==> src/rtl/trng_seq_ctrl.sv <==
// trng_seq_ctrl
// ----------------------------------------------------------------------------
// Sequencing controller for the dual-ring TRNG core. It walks the core through
// reset, optional calibration and run phases. Random words are harvested into
// a small circular FIFO. A repetition-count health test runs on every
// harvested word.
//
// Ports
//   clk, rst_n     clock, synchronous active-low reset
//   start          one-cycle pulse, begins the bring-up sequence from IDLE
//   stop           one-cycle pulse, aborts to IDLE from any state (beats start)
//   err_clr        clears the sticky health error (a same-cycle failure wins)
//   calib_cycles   calibration length in cycles, latched when start is accepted
//   trng_rst       core reset (IDLE and RST)
//   trng_en        core enable (CALIB, RUN, ACK)
//   trng_calib     core calibration request (CALIB)
//   trng_read      core read acknowledge, one cycle after each capture
//   trng_ready     core word-valid flag
//   trng_random    core word
//   pop            consume the FIFO head (ignored when empty)
//   pop_data       FIFO head, 0 when empty
//   fifo_count     words held, 0..DEPTH
//   busy           controller is not in IDLE
//   health_err     sticky repetition-test failure
//
// Core handshake: a word is taken when trng_ready is high in RUN and the FIFO
// has room. trng_read pulses in the following cycle. The controller then waits
// in ACK until trng_ready drops, so that one presented word is never taken
// twice.
// ----------------------------------------------------------------------------
module trng_seq_ctrl #(
  parameter int DEPTH      = 4,
  parameter int RST_CYCLES = 4,
  parameter int REP_LIMIT  = 3
) (
  input  logic                       clk,
  input  logic                       rst_n,
  input  logic                       start,
  input  logic                       stop,
  input  logic                       err_clr,
  input  logic [31:0]                calib_cycles,
  output logic                       trng_rst,
  output logic                       trng_en,
  output logic                       trng_calib,
  output logic                       trng_read,
  input  logic                       trng_ready,
  input  logic [31:0]                trng_random,
  input  logic                       pop,
  output logic [31:0]                pop_data,
  output logic [$clog2(DEPTH):0]     fifo_count,
  output logic                       busy,
  output logic                       health_err
);

  localparam int AW = (DEPTH > 1) ? $clog2(DEPTH) : 1;
  localparam int CW = $clog2(DEPTH) + 1;
  localparam int RW = (RST_CYCLES > 1) ? $clog2(RST_CYCLES) : 1;
  localparam int NW = $clog2(REP_LIMIT + 1);

  typedef enum logic [2:0] {
    S_IDLE  = 3'd0,
    S_RST   = 3'd1,
    S_CALIB = 3'd2,
    S_RUN   = 3'd3,
    S_ACK   = 3'd4
  } state_t;

  state_t          state;
  state_t          state_nx;

  logic [31:0]     cal_cnt;
  logic [RW-1:0]   rst_cnt;
  logic [31:0]     last_word;
  logic [NW-1:0]   rep_cnt;
  logic [NW-1:0]   rep_nx;

  logic [31:0]     mem [DEPTH];
  logic [AW-1:0]   wr_ptr;
  logic [AW-1:0]   rd_ptr;
  logic [CW-1:0]   count;

  logic            full;
  logic            empty;
  logic            start_ok;
  logic            sample;
  logic            health_trip;
  logic            push;
  logic            do_pop;
  logic            read_q;
  logic            err_q;

  // --------------------------------------------------------------------------
  // Capture and health decisions
  // --------------------------------------------------------------------------
  always_comb begin
    full        = (count == CW'(DEPTH));
    empty       = (count == '0);
    start_ok    = (state == S_IDLE) && start && !stop && !err_q;
    // stop takes priority over a capture in the same cycle.
    sample      = (state == S_RUN) && trng_ready && !full && !stop;
    rep_nx      = (trng_random == last_word) ? (rep_cnt + NW'(1)) : NW'(1);
    // The word that reaches the limit is dropped, not pushed.
    health_trip = sample && (rep_nx == NW'(REP_LIMIT));
    push        = sample && !health_trip;
    do_pop      = pop && !empty;
  end

  // --------------------------------------------------------------------------
  // FSM next state
  // --------------------------------------------------------------------------
  always_comb begin
    state_nx = state;
    case (state)
      S_IDLE: begin
        if (start_ok) state_nx = S_RST;
      end
      S_RST: begin
        if (rst_cnt == RW'(RST_CYCLES - 1)) begin
          state_nx = (cal_cnt == 32'd0) ? S_RUN : S_CALIB;
        end
      end
      S_CALIB: begin
        // cal_cnt is at least 1 on entry; leave when the last cycle is reached.
        if (cal_cnt <= 32'd1) state_nx = S_RUN;
      end
      S_RUN: begin
        if (health_trip)  state_nx = S_IDLE;
        else if (push)    state_nx = S_ACK;
      end
      S_ACK: begin
        if (!trng_ready) state_nx = S_RUN;
      end
      default: state_nx = S_IDLE;
    endcase
    if (stop && (state != S_IDLE)) state_nx = S_IDLE;
  end

  // --------------------------------------------------------------------------
  // Control state registers
  // --------------------------------------------------------------------------
  always_ff @(posedge clk) begin
    if (!rst_n) begin
      state     <= S_IDLE;
      cal_cnt   <= '0;
      rst_cnt   <= '0;
      last_word <= '0;
      rep_cnt   <= '0;
      read_q    <= 1'b0;
      err_q     <= 1'b0;
    end else begin
      state  <= state_nx;
      read_q <= push;

      if (start_ok) begin
        cal_cnt   <= calib_cycles;
        rst_cnt   <= '0;
        last_word <= '0;
        rep_cnt   <= '0;
      end else begin
        if (state == S_RST) rst_cnt <= rst_cnt + RW'(1);
        if ((state == S_CALIB) && (cal_cnt != 32'd0)) cal_cnt <= cal_cnt - 32'd1;
      end

      if (push) begin
        last_word <= trng_random;
        rep_cnt   <= rep_nx;
      end

      if (health_trip)  err_q <= 1'b1;
      else if (err_clr) err_q <= 1'b0;
    end
  end

  // --------------------------------------------------------------------------
  // FIFO: pointers and count are reset, storage is not (the head is masked to
  // zero while empty).
  // --------------------------------------------------------------------------
  always_ff @(posedge clk) begin
    if (!rst_n) begin
      wr_ptr <= '0;
      rd_ptr <= '0;
      count  <= '0;
    end else begin
      if (push)   wr_ptr <= wr_ptr + AW'(1);
      if (do_pop) rd_ptr <= rd_ptr + AW'(1);
      case ({push, do_pop})
        2'b10:   count <= count + CW'(1);
        2'b01:   count <= count - CW'(1);
        default: count <= count;
      endcase
    end
  end

  always_ff @(posedge clk) begin
    if (push) mem[wr_ptr] <= trng_random;
  end

  // --------------------------------------------------------------------------
  // Outputs, decoded from state or taken from registers
  // --------------------------------------------------------------------------
  always_comb begin
    trng_rst   = (state == S_IDLE) || (state == S_RST);
    trng_en    = (state == S_CALIB) || (state == S_RUN) || (state == S_ACK);
    trng_calib = (state == S_CALIB);
    trng_read  = read_q;
    busy       = (state != S_IDLE);
    health_err = err_q;
    fifo_count = count;
    pop_data   = empty ? 32'd0 : mem[rd_ptr];
  end

endmodule

==> config.mk <==
export PLATFORM = sky130hd
export DESIGN_NAME = trng_seq_ctrl
export DESIGN_NICKNAME = d
export VERILOG_FILES = /design/src/rtl/trng_seq_ctrl.sv
export SDC_FILE = /design/constraint.sdc
export NUM_CORES = 1
export LEC_CHECK = 0
export CAP_MARGIN = 20
export CORE_ASPECT_RATIO = 1.75
export CORE_MARGIN = 4
export CORE_UTILIZATION = 30
export DETAILED_ROUTE_END_ITERATION = 8
export PLACE_DENSITY_LB_ADDON = 0.25
export SLEW_MARGIN = 0
export SYNTH_ARGS = -nofsm -noshare
export SYNTH_HDL_FRONTEND = slang
export SYNTH_SLANG_ARGS = --single-unit
==> constraint.sdc <==
create_clock -name clk -period 3.3 [get_ports clk]
set_input_delay 0.66 -clock clk [delete_from_list [all_inputs] [get_ports clk]]
set_output_delay 0.66 -clock clk [all_outputs]
set_load 0.005 [all_outputs]
==> results.sh, run 1 <==
export IMPL_final_cells=1227
export IMPL_die_x_um=140
export IMPL_avgSynthCellArea_sq_um=13.7
export IMPL_dr_pass1_iters=4
export IMPL_worstPathMaxFanout=9
export IMPL_cts_hold_buf=0
export IMPL_postRouteWirelength_mm=22.8
export IMPL_yosys_area_share_simple=0.120
export IMPL_fin_crit_ps=3080
export IMPL_critPathLaunchType="register"
export IMPL_dp_cells=1190
export IMPL_setup_viol_count_final=0
export IMPL_grt_pass1_vias=6080
export IMPL_worst_slew_pin_transition_ps=780
export IMPL_initial_core_util=0.304
export IMPL_clock_fmax_mhz=325
export IMPL_rsz0062_at_grt="no"
export IMPL_synth_cells=667
export IMPL_ys_seq_area_frac=0.600
export IMPL_synth_edf_count=128
export IMPL_wl_per_cell_um=18.6
export IMPL_worstPathArrival_ps=2420
export IMPL_p_int_mw=4.22
export IMPL_postSynthNetCount=747
export IMPL_min_path_type="reg -> reg"
export IMPL_synth_area_sq_um=9150
export IMPL_synth_compound_area_frac=0.0925
export IMPL_end_kind="output port"
export IMPL_port_buffers=111
export IMPL_dpl_cell_area_sq_um=11100
export IMPL_ant_nets=0
export IMPL_seq_area_sq_um=5490
export IMPL_place_gp_congestion=0.731
export IMPL_finalHoldViolations=0
export IMPL_grt_pass1_wl_mm=35.1
export IMPL_slew_headroom=0.480
export IMPL_cts_tree="built"
export IMPL_irDropWorstVdd_v=0.000303
export IMPL_io_pins=112
export IMPL_nFillCells=2911
export IMPL_via_per_inst=4.80
export IMPL_layout_drive_gt1_share=0.179
export IMPL_clockBufferDepth=3
export IMPL_cts_sinks=210
export IMPL_worst_ep_required_time_ps=2640
export IMPL_numCtsBuffers=21
export IMPL_syn2layout_area_growth_pct=28.1
export IMPL_synth_async_reset_ratio=0
export IMPL_synth_seq_cells=210
export IMPL_whs_ps=462
export IMPL_crit_type="reg -> out"
export IMPL_period_share=0.932
export IMPL_seq_power_share=0.519
export IMPL_ys_flop_type="edfxtp_1"
export IMPL_pwr_share_comb=0.082
export IMPL_pwr_density_cell_nw_per_um2=470
export IMPL_synthAdderAreaFrac=0.0131
export IMPL_dp_hpwl_mm=15.8
export IMPL_multi_input_area_sq_um=3380
export IMPL_fin_skew_ps=16.3
export IMPL_synth_xor_area_share=0.0613
export IMPL_outcome="finished clean"
export IMPL_antennaDiodeCount=0
export IMPL_muxShareOfSynthArea=0.0821
export IMPL_yosys_warnings=0
export IMPL_post_cts_buffers=0
export IMPL_cts_resized_gates=0
export IMPL_num_rows=84
export IMPL_antenna_found_initial=1
export IMPL_grt_usage=0.135
export IMPL_pwr_share_clk=0.400
export IMPL_die_area_sq_um=33500
export IMPL_synth_cell_types=70
export IMPL_max_cap_violations=0
export IMPL_cts_root_buf="clkbuf_16"
export IMPL_synthTopCellsByArea="edfxtp_1 42%, dfxtp_1 18%, mux4_2 7.9%, xnor2_1 4.1%, a22o_1 3.3%"
export IMPL_synth_top_family_by_area="simple AND/OR/NAND/NOR gates"
export IMPL_swShare=0.232
export IMPL_first_iter_violations=230
export IMPL_core_area_sq_um=30100
export IMPL_setup_tns_final_ps=0
export IMPL_cts_reportedPaths_clkPinSlew_ps=60
export IMPL_htreeDepth=1
export IMPL_post_route_drc_count=0
export IMPL_drv_slew=0
export IMPL_finalInstanceArea_sq_um=11700
export IMPL_dieHeight_um=239
export IMPL_yosysTopAreaCellShare=0.420
export IMPL_final_nets=906
export IMPL_grt_max_degree=48
export IMPL_yosysTopAreaCell="edfxtp_1"
export IMPL_num_vias=5884
export IMPL_total_power_mw=5.50
export IMPL_insertion_delay_ps=500
export IMPL_power_switching_mw=1.28
export IMPL_p_leak_nw=3.84
export IMPL_grt_overflow_total=0
==> through the flow <==
| step | util | setup slack (ps) |
|---|---|---|
| after floorplan | - | 555 |
| after global placement | 0.369 | -229 |
| after detailed placement | 0.369 | -207 |
| after CTS | 0.390 | 147 |
| after global routing | 0.390 | 115 |
| final | 0.390 | 224 |
==> final timing paths <==
kind | from | end | slack, ps | cells past startpoint
min | rst_cnt[1] | rst_cnt[1] | 460 | 2
max reg2reg | last_word[2] | fifo_count[2] | 620 | 11
min reg2reg | rst_cnt[1] | rst_cnt[1] | 460 | 2
max | register | pop_data[28] | 220 | 4
==> metal layers <==
metal | vias up | GRT usage | part of all wire
li1 | 2840 | - | -
met1 | 2888 | 0.137 | 0.35
met2 | 122 | 0.273 | 0.58
met3 | 32 | 0.0208 | 0.041
met4 | 2 | 0.0467 | 0.029
met5 | - | 0 | 0.00031
==> power by group through the flow <==
stage | combinational (mW) | clock [mW] | sequential (mW)
floorplan | 0.250 | 0 | 2.90
global placement | 0.457 | 0 | 2.91
detailed placement | 0.457 | 0 | 2.91
CTS | 0.460 | 2.28 | 2.85
global route | 0.497 | 2.38 | 2.86
finish | 0.450 | 2.20 | 2.85
==> cells by family after synthesis <==
| kind of cell | count (synthesis) |
|---|---|
| AO/OA/AOI/OAI | 119 |
| XOR/XNOR | 64 |
| adder cells (fa/ha/maj) | 9 |
| buffers and inverters | 49 |
| flip-flops | 210 |
| multiplexers | 35 |
| AND/OR/NAND/NOR | 181 |
==> critical path, stage by stage, from the launching register on <==
cell,delay [ps]
dfxtp_1,720
buf_4,270
mux4_2,330
nor2b_1,150
clkdlybuf4s50_1,460
==> cell usage in the layout (no fill, tap or decap), types with 28 or more instances in the layout <==
| cell type | netlist | routed |
|---|---|---|
| edfxtp_1 | 128 | 128 |
| clkdlybuf4s50_1 | 0 | 111 |
| dfxtp_1 | 82 | 81 |
| buf_4 | 1 | 54 |
| xnor2_1 | 43 | 43 |
| a22o_1 | 34 | 34 |
| nor2b_1 | 33 | 33 |
| a21oi_1 | 33 | 33 |
| mux4_2 | 32 | 32 |
| nor2_1 | 30 | 30 |
| o21ai_0 | 28 | 28 |
==> final cells by class <==
cell class,count,area share
Clock inverter,10,0.00470
Inverter,10,0.00320
Tap cell,387,0.0413
Multi-Input combinational cell,408,0.288
Sequential cell,210,0.468
Clock buffer,27,0.0476
Timing Repair Buffer,175,0.147
==> cells in the mapped netlist (8+ instances only) <==
master	number
a21oi_1	33
a22o_1	34
and3_1	8
buf_2	13
clkbuf_1	16
dfxtp_1	82
edfxtp_1	128
ha_1	8
inv_1	9
mux4_2	32
nand2_1	20
nand3_1	17
nand4_1	16
nor2_1	30
nor2b_1	33
nor3_1	14
o21ai_0	28
xnor2_1	43
xor2_1	21
==> flip-flops by register name (all words and copies together), names as in the netlist, named ones only <==
signal      count
last_word      32
rep_cnt         2
state           3
health_err      1
fifo_count      3
mem           128
wr_ptr          2
trng_read       1
rd_ptr          2
cal_cnt        32
rst_cnt         2
(Power assumes the default switching activity.)
==> inputs of run 2 (changes only) <==
--- a/config.mk
+++ b/config.mk
@@ -11,6 +11,7 @@
 export CORE_UTILIZATION = 30
 export DETAILED_ROUTE_END_ITERATION = 8
 export PLACE_DENSITY_LB_ADDON = 0.25
+export SKIP_CTS_REPAIR_TIMING = 1
 export SLEW_MARGIN = 0
 export SYNTH_ARGS = -nofsm -noshare
 export SYNTH_HDL_FRONTEND = slang
==> results of run 2 <==
Same layout as run 1: the final DEF is identical, and so are final timing and power.
==> inputs of run 3 (changes only) <==
--- a/config.mk
+++ b/config.mk
@@ -6,13 +6,14 @@
 export NUM_CORES = 1
 export LEC_CHECK = 0
 export CAP_MARGIN = 20
-export CORE_ASPECT_RATIO = 1.75
+export CORE_ASPECT_RATIO = 0.5
 export CORE_MARGIN = 4
 export CORE_UTILIZATION = 30
+export CTS_CLUSTER_DIAMETER = 100
 export DETAILED_ROUTE_END_ITERATION = 8
 export PLACE_DENSITY_LB_ADDON = 0.25
 export SKIP_CTS_REPAIR_TIMING = 1
-export SLEW_MARGIN = 0
+export SLEW_MARGIN = 10
 export SYNTH_ARGS = -nofsm -noshare
 export SYNTH_HDL_FRONTEND = slang
 export SYNTH_SLANG_ARGS = --single-unit
==> run 3 against run 2 <==
  * Flip-flop and latch count unchanged
  * Clock power up 11%
  * Sequential share of layout area up 0.24 points
  * Hold slack improved by 14 ps
  * Utilization up 0.52 points
  * Clock skew decreased by 6.8 ps
  * Largest power group unchanged
  * Routed wire length fell by 4.5%
  * Via count down 0.93%
  * Critical path type unchanged
  * Critical path depth stayed put
==> results.sh, run 3 (synthesized netlist as in run 1, its figures left out) <==
export IMPL_finalHoldViolations=0
export IMPL_clockBufferDepth=3
export IMPL_antenna_found_initial=1
export IMPL_end_kind="output port"
export IMPL_num_vias=5829
export IMPL_die_x_um=255
export IMPL_period_share=0.908
export IMPL_slowest_stage="clkdlybuf4s50_1"
export IMPL_grt_pass1_wl_mm=34.3
export IMPL_first_iter_violations=383
export IMPL_cts_reportedPaths_clkPinSlew_ps=60
export IMPL_cts_tree="built"
export IMPL_wl_per_cell_um=17.9
export IMPL_die_area_sq_um=33500
export IMPL_whs_path_depth=2
export IMPL_dieHeight_um=131
export IMPL_max_stage_delay_ps=550
export IMPL_nFillCells=2837
export IMPL_fin_crit_ps=3000
export IMPL_final_common_cell="edfxtp_1"
export IMPL_dp_hpwl_mm=13.9
export IMPL_place_gp_congestion=0.758
export IMPL_htreeDepth=1
export IMPL_max_cap_violations=0
export IMPL_worstPathArrival_ps=2340
export IMPL_dr_pass1_iters=6
export IMPL_insertion_delay_ps=510
export IMPL_cp_cell_sequence="buf_4 > mux4_2 > nor2b_1 > clkdlybuf4s50_1"
export IMPL_outcome="finished clean"
export IMPL_grt_usage=0.128
export IMPL_clock_fmax_mhz=334
export IMPL_crit_type="reg -> out"
export IMPL_layout_drive_gt1_share=0.165
export IMPL_fin_skew_ps=9.46
export IMPL_cp_num_buf_inv=2
export IMPL_cts_root_buf="clkbuf_16"
export IMPL_io_pins=112
export IMPL_critical_path_top_delay_family="buffers and inverters"
export IMPL_worst_slew_pin_transition_ps=520
export IMPL_worstPathMaxFanout=32
export IMPL_antennaDiodeCount=0
export IMPL_finalInstanceArea_sq_um=11700
export IMPL_rsz0062_at_grt="no"
export IMPL_top_regs="mem x128, cal_cnt x32, last_word x32"
export IMPL_setup_viol_count_final=0
export IMPL_whs_ps=476
export IMPL_setup_tns_final_ps=0
export IMPL_largest_register_ffs=128
export IMPL_port_buffers=111
export IMPL_core_area_sq_um=29500
export IMPL_p_leak_nw=3.79
export IMPL_grt_pass1_vias=6104
export IMPL_ant_nets=0
export IMPL_post_route_drc_count=0
export IMPL_syn2layout_area_growth_pct=27.4
export IMPL_pwr_density_cell_nw_per_um2=492
export IMPL_slew_headroom=0.653
export IMPL_worst_ep_required_time_ps=2640
export IMPL_numCtsBuffers=21
export IMPL_grt_overflow_total=0
export IMPL_irDropWorstVdd_v=0.000288
export IMPL_cts_sinks=210
export IMPL_postRouteWirelength_mm=21.7
export IMPL_via_per_inst=4.79
export IMPL_drv_slew=0
export IMPL_dpl_cell_area_sq_um=11000
export IMPL_largest_register="mem"
export IMPL_min_path_type="reg -> reg"
export IMPL_cp_depth=4
export IMPL_layout_common_cells="128 x edfxtp_1, 111 x clkdlybuf4s50_1, 81 x dfxtp_1"
export IMPL_grt_max_degree=35
export IMPL_critPathLaunchType="register"
export IMPL_initial_core_util=0.310
export IMPL_final_nets=891
export IMPL_reg2reg_depth=11
export IMPL_num_rows=44
## run 3: changes by cell type in the layout (fill, tap and decap cells not counted), sizes merged
cell	previous run	this run
clkinvlp	2	1
buf	64	49
clkinv	8	5
bufinv	0	2
clkbuf	27	29
## run 3: area by class of cell
cell class	instances	area (sq um)	area share
flip-flops and latches	210	5490	0.471
multi-input cells	408	3380	0.290
repair buffers	160	1570	0.134
clock buffers	29	606	0.0520
well taps	391	489	0.0420
clock inverters	8	92.6	0.00794
inverters	10	37.5	0.00322
## run 3: report_power, final
part | total, mW | internal [mW] | switching (mW)
sequential | 2.85 | 2.81 | 0.0419
combinational | 0.431 | 0.206 | 0.225
clock | 2.45 | 1.44 | 1.01
total | 5.74 | 4.45 | 1.28
## run 3: worst register-to-register path: stages (launching register included)
cell and delay, ps:
dfxtp_1 320, xnor2_1 180, nand4_1 150, nor4_1 430
buf_4 210, nand3b_1 100, nand2_1 100, ha_1 180
fa_1 200, xnor2_1 80, or3_1 300, a21oi_1 130
## run 3: worst paths after layout
path | startpoint | slack, ps | endpoint
max | register | 300 | pop_data[31]
min | rst_cnt[1] | 480 | rst_cnt[1]
max reg2reg | last_word[27] | 870 | fifo_count[2]
min reg2reg | rst_cnt[1] | 480 | rst_cnt[1]
## run 3: per-layer routing
metal  global-route usage  share of wire  vias to the layer above
met5                    0        0.00060                        -
met4               0.0248          0.015                        2
met3               0.0298          0.038                       30
met2                0.219           0.48                       89
met1                0.167           0.46                     2890
li1                     -              -                     2818
## run 3: through the flow
stage          worst slack, ps  cells  power [mW]   util
5_1_grt                    133   1216        5.97  0.395
2_1_floorplan              555    667        3.15      -
3_5_place_dp             -76.9   1179        3.34  0.371
3_3_place_gp             -6.09   1179        3.34  0.371
6_report                   303   1216        5.74  0.395
4_1_cts                    162   1216        5.82  0.395
